<file path="src/rtl/uart_img_tx.sv">
`default_nettype none
// ============================================================================
//  Module   : uart_img_tx
//  Purpose  : Streams RGB565 frames as 8N1 UART bytes:
//             A5 5A, big-endian pixels, XOR checksum of the payload.
//  Revision : 1.0  initial release
// ============================================================================
module uart_img_tx #(
    parameter int CLK_FREQ = 50_000_000,
    parameter int UART_BPS = 115200,
    parameter int H_DISP   = 640,
    parameter int V_DISP   = 480
) (
    input  logic        clk,
    input  logic        rst_n,
    input  logic        frame_start,
    input  logic [15:0] pix_data,
    input  logic        pix_valid,
    output logic        pix_ready,
    output logic        tx,
    output logic        busy,
    output logic        frame_done
);

    localparam int BAUD_CNT = CLK_FREQ / UART_BPS;
    localparam int PIX_NUM  = H_DISP * V_DISP;
    localparam int CNT_W    = $clog2(PIX_NUM + 1);
    localparam int BAUD_W   = (BAUD_CNT > 1) ? $clog2(BAUD_CNT) : 1;

    localparam logic [BAUD_W-1:0] c_baud_last = BAUD_W'(BAUD_CNT - 1);
    localparam logic [CNT_W-1:0]  c_pix_num   = CNT_W'(PIX_NUM);
    localparam logic [7:0]        c_sync0     = 8'hA5;
    localparam logic [7:0]        c_sync1     = 8'h5A;

    typedef enum logic [2:0] {
        S_IDLE     = 3'd0,
        S_HDR0     = 3'd1,
        S_HDR1     = 3'd2,
        S_PIX_WAIT = 3'd3,
        S_PIX_HI   = 3'd4,
        S_PIX_LO   = 3'd5,
        S_CSUM     = 3'd6,
        S_DONE     = 3'd7
    } state_t;

    state_t             r_state;
    logic [15:0]        r_pix;
    logic [CNT_W-1:0]   r_pix_cnt;
    logic [7:0]         r_csum;
    logic               r_csum_sent;

    logic               r_active;
    logic [3:0]         r_bit_cnt;
    logic [BAUD_W-1:0]  r_baud_cnt;
    logic [8:0]         r_shift;

    logic               w_bit_end;
    logic               w_last;
    logic               w_can_load;
    logic               w_load;
    logic [7:0]         w_byte;

    // A new byte may enter on the final clock of the previous stop bit,
    // which keeps consecutive bytes gap-free on the wire.
    always_comb begin
        w_bit_end  = r_active && (r_baud_cnt == c_baud_last);
        w_last     = w_bit_end && (r_bit_cnt == 4'd9);
        w_can_load = !r_active || w_last;
        w_load     = 1'b0;
        w_byte     = 8'h00;
        case (r_state)
            S_HDR0: begin
                w_load = w_can_load;
                w_byte = c_sync0;
            end
            S_HDR1: begin
                w_load = w_can_load;
                w_byte = c_sync1;
            end
            S_PIX_HI: begin
                w_load = w_can_load;
                w_byte = r_pix[15:8];
            end
            S_PIX_LO: begin
                w_load = w_can_load;
                w_byte = r_pix[7:0];
            end
            S_CSUM: begin
                w_load = w_can_load && !r_csum_sent;
                w_byte = r_csum;
            end
            default: begin
                w_load = 1'b0;
                w_byte = 8'h00;
            end
        endcase
    end

    always_ff @(posedge clk or negedge rst_n) begin
        if (!rst_n) begin
            r_active   <= 1'b0;
            r_bit_cnt  <= '0;
            r_baud_cnt <= '0;
            r_shift    <= '1;
            tx         <= 1'b1;
        end else if (w_load) begin
            r_active   <= 1'b1;
            r_bit_cnt  <= '0;
            r_baud_cnt <= '0;
            r_shift    <= {1'b1, w_byte};
            tx         <= 1'b0;
        end else if (r_active) begin
            if (w_bit_end) begin
                r_baud_cnt <= '0;
                if (r_bit_cnt == 4'd9) begin
                    r_active  <= 1'b0;
                    r_bit_cnt <= '0;
                    tx        <= 1'b1;
                end else begin
                    r_bit_cnt <= r_bit_cnt + 4'd1;
                    tx        <= r_shift[0];
                    r_shift   <= {1'b1, r_shift[8:1]};
                end
            end else begin
                r_baud_cnt <= r_baud_cnt + BAUD_W'(1);
            end
        end
    end

    // Pixel states advance when their byte is loaded, so the next pixel
    // can be accepted while the previous low byte is still shifting out.
    always_ff @(posedge clk or negedge rst_n) begin
        if (!rst_n) begin
            r_state     <= S_IDLE;
            r_pix       <= '0;
            r_pix_cnt   <= '0;
            r_csum      <= '0;
            r_csum_sent <= 1'b0;
            pix_ready   <= 1'b0;
            busy        <= 1'b0;
            frame_done  <= 1'b0;
        end else begin
            frame_done <= 1'b0;
            case (r_state)
                S_IDLE: begin
                    r_pix_cnt   <= '0;
                    r_csum      <= '0;
                    r_csum_sent <= 1'b0;
                    if (frame_start) begin
                        r_state <= S_HDR0;
                        busy    <= 1'b1;
                    end
                end
                S_HDR0: begin
                    if (w_load) r_state <= S_HDR1;
                end
                S_HDR1: begin
                    if (w_load) begin
                        r_state   <= S_PIX_WAIT;
                        pix_ready <= 1'b1;
                    end
                end
                S_PIX_WAIT: begin
                    if (pix_valid && pix_ready) begin
                        r_pix     <= pix_data;
                        r_pix_cnt <= r_pix_cnt + CNT_W'(1);
                        r_state   <= S_PIX_HI;
                        pix_ready <= 1'b0;
                    end
                end
                S_PIX_HI: begin
                    if (w_load) begin
                        r_csum  <= r_csum ^ w_byte;
                        r_state <= S_PIX_LO;
                    end
                end
                S_PIX_LO: begin
                    if (w_load) begin
                        r_csum <= r_csum ^ w_byte;
                        if (r_pix_cnt == c_pix_num) begin
                            r_state <= S_CSUM;
                        end else begin
                            r_state   <= S_PIX_WAIT;
                            pix_ready <= 1'b1;
                        end
                    end
                end
                S_CSUM: begin
                    if (w_load) begin
                        r_csum_sent <= 1'b1;
                    end else if (r_csum_sent && w_last) begin
                        r_state    <= S_DONE;
                        frame_done <= 1'b1;
                    end
                end
                S_DONE: begin
                    busy    <= 1'b0;
                    r_state <= S_IDLE;
                end
                default: begin
                    r_state <= S_IDLE;
                end
            endcase
        end
    end

endmodule
`default_nettype wire

</file>
<file path="config.mk">
export PLATFORM = sky130hd
export DESIGN_NAME = uart_img_tx
export DESIGN_NICKNAME = d
export VERILOG_FILES = /design/src/rtl/uart_img_tx.sv
export SDC_FILE = /design/constraint.sdc
export NUM_CORES = 1
export LEC_CHECK = 0
export ABC_AREA = 1
export BUFFER_PORTS_ARGS = -buffer_cell sky130_fd_sc_hd__buf_2
export CAP_MARGIN = 20
export CORE_MARGIN = 2
export CORE_UTILIZATION = 30
export DETAILED_ROUTE_END_ITERATION = 12
export SLEW_MARGIN = 20
export SYNTH_ARGS = -nofsm -noshare
export SYNTH_HDL_FRONTEND = slang
export SYNTH_SLANG_ARGS = --single-unit
</file>
<file path="constraint.sdc">
create_clock -name clk -period 2.6 [get_ports clk]
set_input_delay 0 -clock clk [delete_from_list [all_inputs] [get_ports clk]]
set_output_delay 0 -clock clk [all_outputs]
set_load 0.01 [all_outputs]
</file>
Yosys cells after proc, flatten, opt, wreduce, memory -nomap -nowiden
Cells that the tools add are included.
Widths: inputs -> output; s select.

storage, ports and cells
  register bits after elaboration = 74
  bits in latches = 0
  memory bits (writable) = 0
  ROM bits = 0
  input bits = 20
  output and inout port bits = 4
  word-level logic and storage cells = 112
  memories kept = 0

operators by class
  add/sub/neg operators = 3
  $mul = 0
  divide/modulo/power cells = 0
  order comparisons = 0
  equal/unequal tests = 22
  shift-type cells = 0
  muxes and demuxes = 46
  bitwise operators = 1
  reduce and logical (&&, ||, !) cells = 27

operators with widths
  operator               count
  $mux 9                 7
  $pmux 8 s5             1
  $pmux 19 s2            1
  $mux 3                 9
  $pmux 3 s8             1
  $ne 2x2->1 const B     11
  $add 19x1->19 const B  1
  $eq 19x19->1 const B   1
  $mux 19                1
  $mux 1                 16
  $mux 4                 4
  $pmux 8 s2             1
  $eq 3x3->1 const B     4
  $reduce_and 2->1       6
  $reduce_bool 2->1      6
  $add 9x1->9 const B    1
  $eq 9x9->1 const B     1
  $mux 8                 1
  $reduce_and 8->1       1
  $xor 8x8->8            1
  $eq 3x2->1 const B     2
  $pmux 1 s2             3
  $logic_and 1x1->1      5
  $reduce_and 5->1       1
  other kinds (12)       13

Logic depth before layout (Yosys ltp)
  word-level depth = 8
  gate-level depth with buffers = 15
  depth with buffers taken out = 14

Least setup slack after synthesis
Ideal clock, no wire load.

  path kind = register to register
  from = register r_state[1]
  to = register r_csum[2]
  library setup time = 121 ps
  data arrival time = 1761 ps
  data required time = 2479 ps
  path slack = 718 ps
  cell stages (with the launch flop) = 16
  path buffers = 1
  clock period less this slack = 1882 ps
  path through = dfrtp_1 > inv_1 > ha_1 > nand2_2 > nand2_4 > inv_4 > nand2_2 > a21oi_2 > inv_2 > nand2_2 > inv_2 > nand2_4 > nand2_2 > buf_6 > nand2_1 > o21ai_1

on the way
  longest elaborated chain between the ends = 5
  elaborated cells on any way between the ends = 16
  those cells by class = 6 x eq/ne; 4 x mux; 1 x bitwise; 5 x reduce/logical

RTL lines
  item                                                   line          source
  start: declaration                                     46            state_t r_state;
  start signal: assignment                               134           r_state <= S_IDLE;
  start signal: assignment                               150           r_state <= S_HDR0;
  start signal: assignment                               155           if (w_load) r_state <= S_HDR1;
  $eq 3x3->1, or another cell as far along               71            case (r_state)
  $pmux 8 s5 / $reduce_or 4->1 (equally long branches)   --
  $xor 8x8->8 / $pmux 1 s2 (equally long branches)       173, 179, 71
  $mux 8 / $ne 2x1->1 (equally long branches)            --
  $pmux 8 s2 / $reduce_and 2->1 (equally long branches)  --
  end signal: assignment                                 173           r_csum <= r_csum ^ w_byte;
  end signal: assignment                                 179           r_csum <= r_csum ^ w_byte;
  end: declaration                                       49            logic [7:0] r_csum;

Several ways; a longest one is shown, not always the timed one. The select of a mux whose other input is x is not followed.
A chain may end at the register's enable or synchronous reset.

Worst setup path in the final report
Same ends and word-level chain as after synthesis.

==> results.py <==
metrics = {
    "outcome": {
        "outcome": "finished, final reports clean",
    },
    "power_and_ir_drop": {
        "power_frac_seq_pct": 36.1,
        "power_density_nw_per_um2": 949,
        "clockPowerShare_pct": 26.5,
        "irDropWorstVdd_mv": 0.416,
        "switching_share_pct": 39.4,
        "p_int_uw": 2900,
        "comb_power_share_pct": 37.4,
        "p_total_uw": 4780,
        "p_sw_uw": 1880,
        "p_leak_uw": 0.00240,
    },
    "placement": {
        "dpl_worst_slack_ns": 0.232,
        "place.gp.congestion": 0.858,
        "dpl.hpwl_um": 7200,
        "io_buffers": 23,
    },
    "global_route": {
        "gr-total-overflow": 0,
        "grt.total_usage_pct": 14.2,
        "grt_max_degree": 28,
        "antenna_found_initial": 0,
        "grt_pass1_wl_um": 17000,
        "grt_pass1_vias": 3601,
    },
    "worst_setup_path": {
        "crit_chain": "inv_1 -> ha_1 -> nand2_2 -> nand2_4 -> inv_4 -> nand2_2 -> a21oi_2 -> inv_2 -> nand2_4 -> inv_2 -> nand2_4 -> nand2_2 -> nand2_1 -> o21ai_1",
        "cp-endpoint": "r_csum[2]$_DFFE_PN0P_",
        "max_stage_delay_ns": 0.38,
        "startpoint_type": "flip-flop",
        "critPathRequiredTime_ns": 2.81,
        "worst-path-stages": 14,
        "worstReg2RegEnd": "r_csum[2]$_DFFE_PN0P_",
        "crit_start": "r_state[1]$_DFFE_PN0P_",
        "reg2reg_from": "r_state[1]$_DFFE_PN0P_",
        "cp_max_fo": 15,
        "critical_path_arrival_ns": 2.48,
        "reg2reg_depth": 14,
        "critical_path_class": "reg2reg",
        "cpMaxStageDelayCell": "dfrtp_1",
        "reg2reg_slack_ns": 0.33,
        "crit_buf_inv": 4,
        "cp-end-kind": "flip-flop",
        "crit_family": "simple AND/OR/NAND/NOR gates",
    },
    "logic_synthesis": {
        "syn_nets": 589,
        "synth.distinct_cells": 38,
        "ys_seq_area_share_pct": 43.4,
        "yosys.area.top_type_share_pct": 37.8,
        "postSynthAreaPerCell_um2": 7.58,
        "synth_most_common_cell": "nand2_1",
        "yosysWarnings": 0,
        "synth_common_cells": "nand2_1, inv_1, dfrtp_1",
        "synth_top_cell_by_area": "dfrtp_1",
        "ys_ff_latch": 73,
        "synth_edf_count": 0,
        "netlist_area_um2": 4240,
        "yosys-top-cells-area": "dfrtp_1, nand2_1, inv_1, dfstp_2, nor2_1",
        "postSynth.asyncResetShare_pct": 100,
        "synth_flop_cell": "dfrtp_1",
        "netlist_instances": 559,
    },
    "finish": {
        "synthToLayoutAreaGrowth_pct": 19.0,
        "drive_above_1_share_pct": 13.6,
        "multi_input_area_um2": 2040,
        "post-route-util_pct": 36.5,
        "fill_cells": 1427,
        "finalNetCount": 635,
        "diodes": 0,
        "regArea_um2": 1840,
    },
    "clock_network": {
        "clk_latency_ns": 0.33,
        "htreeDepth": 3,
        "post_cts_buffers": 0,
        "cts_buffers": 9,
        "cts_root_buf": "clkbuf_16",
        "cts_tree": "yes",
        "cts_sinks": 73,
        "clkTransAtPathRegs_ns": 0.06,
        "clk_path_buf_depth": 2,
    },
    "floorplanning": {
        "start_util_pct": 30.6,
        "die_area_um2": 15100,
        "num_rows": 43,
        "io_pins": 24,
        "die_h_um": 123,
        "die-width_um": 123,
        "fp.coreArea_um2": 13800,
    },
    "timing": {
        "final-hold-violation-count": 0,
        "worst_pin_slew_ns": 0.616,
        "holdWs_ns": 0.212,
        "setup_violations": 0,
        "max_freq_ghz": 0.441,
        "final.setup.tns_ns": 0,
        "postLayoutSetupSlackWorst_ns": 0.333,
        "drv_slew": 0,
        "slew_headroom_pct": 58.6,
        "layout_min_cycle_time_ns": 2.27,
        "grt_setup_unrepaired": "no",
        "period_share_pct": 87.2,
        "fin_skew_ns": 0.00808,
    },
    "flow_run": {
        "drv_cap": 0,
    },
    "min_path": {
        "worstHoldPathType": "in2async",
    },
    "route": {
        "first_iter_violations": 238,
        "detail-route-antenna-nets": 0,
        "remaining_drc_errors": 0,
        "dr_total_vias": 3762,
        "wl_per_cell_um": 12.5,
        "drt_first_pass_iters": 5,
        "vias_per_cell": 4.76,
        "wirelength_um": 9840,
    },
}
==> registers in the layout, indices dropped and copies added, names as in the netlist <==
name and flops:
frame_done 1, busy 1, r_bit_cnt 4, pix_ready 1, r_state 3, r_active 1, r_shift 8, r_pix 16
r_csum_sent 1, tx 1, r_baud_cnt 9, r_pix_cnt 19, r_csum 8
==> through the flow <==
step,cells,instance area [µm²]
finish,790,5040
global route,790,5040
CTS,790,5040
detailed placement,756,4550
global placement,756,4550
floorplan,559,4240
==> layer usage <==
| metal | vias up | GRT usage, % | wire length, µm |
|---|---|---|---|
| met5 | - | 0 | 0 |
| met4 | 0 | 4.17 | 114 |
| met3 | 10 | 3.39 | 303 |
| met2 | 69 | 21.4 | 4400 |
| met1 | 1760 | 20.1 | 5020 |
| li1 | 1923 | - | - |
==> worst min-delay path by stage <==
stage,from,end,slack [ns],cells after the start
6_report,rst_n,frame_done$_DFF_PN0_,0.21,2
5_1_grt,rst_n,r_pix_cnt[14]$_DFFE_PN0P_,0.25,2
4_1_cts,pix_valid,pix_ready$_DFFE_PN0P_,0.19,5
3_5_place_dp,rst_n,frame_done$_DFF_PN0_,0.02,1
3_3_place_gp,rst_n,frame_done$_DFF_PN0_,0.02,1
2_1_floorplan,rst_n,busy$_DFFE_PN0P_,-0.30,0
==> layout by cell type, fill, tap and decap left out, types with 2 or more instances in the layout <==
cell type      instances
nor2_1                48
nand2_4                5
dfrtp_1               64
nor2_2                 2
dfstp_2                9
clkbuf_8               2
nor2_4                 5
o21ai_2                2
o22ai_1                2
clkbuf_16              9
inv_2                  5
nand3_1               27
xor2_1                 5
a21oi_1               31
buf_4                  5
inv_1                 69
o211ai_1               9
nand3b_1               4
nor4_1                 2
nand2_2                5
inv_4                  3
buf_2                 23
nand2_1              142
nand4_1               23
o21ai_0               28
o31ai_1                4
nor3_1                18
clkinvlp_4             3
dlygate4sd3_1         18
ha_1                  10
o21ai_1               16
==> power by group through the flow <==
stage          Sequential, µW  Clock (µW)  Combinational [µW]
2_1_floorplan            1670           0                1380
3_3_place_gp             1730           0                1730
6_report                 1730        1270                1790
3_5_place_dp             1740           0                1750
4_1_cts                  1730        1300                1790
5_1_grt                  1770        1350                2050
==> kinds of logic (layout without fill, tap and decap cells) <==
logic type / Yosys count / count (layout) / synth area share [%]
and+or+nand+nor: 284 / 284 / 30.7
AOI/OAI and AO/OA: 97 / 97 / 13.0
buffers and inverters: 89 / 140 / 8.71
DFF: 73 / 73 / 43.4
adders and majority gates: 10 / 10 / 2.95
xor gates and xnor gates: 5 / 5 / 1.03
muxes: 1 / 1 / 0.266
==> final cells by class <==
type / count / share of cell area [%]
tap: 180 / 4.47
multi-input combinational: 397 / 40.4
inverter: 78 / 5.96
timing repair buffer: 46 / 6.60
clock inverter: 4 / 1.04
sequential: 73 / 36.5
clock buffer: 12 / 5.09
==> what timing repair did <==
item                                    4_1_cts  5_1_grt
hold buffers                                 18        0
gates resized for setup                       0        1
hold endpoints to repair                     36        0
endpoints found under the setup margin        0        5
(Power assumes the default switching activity.)
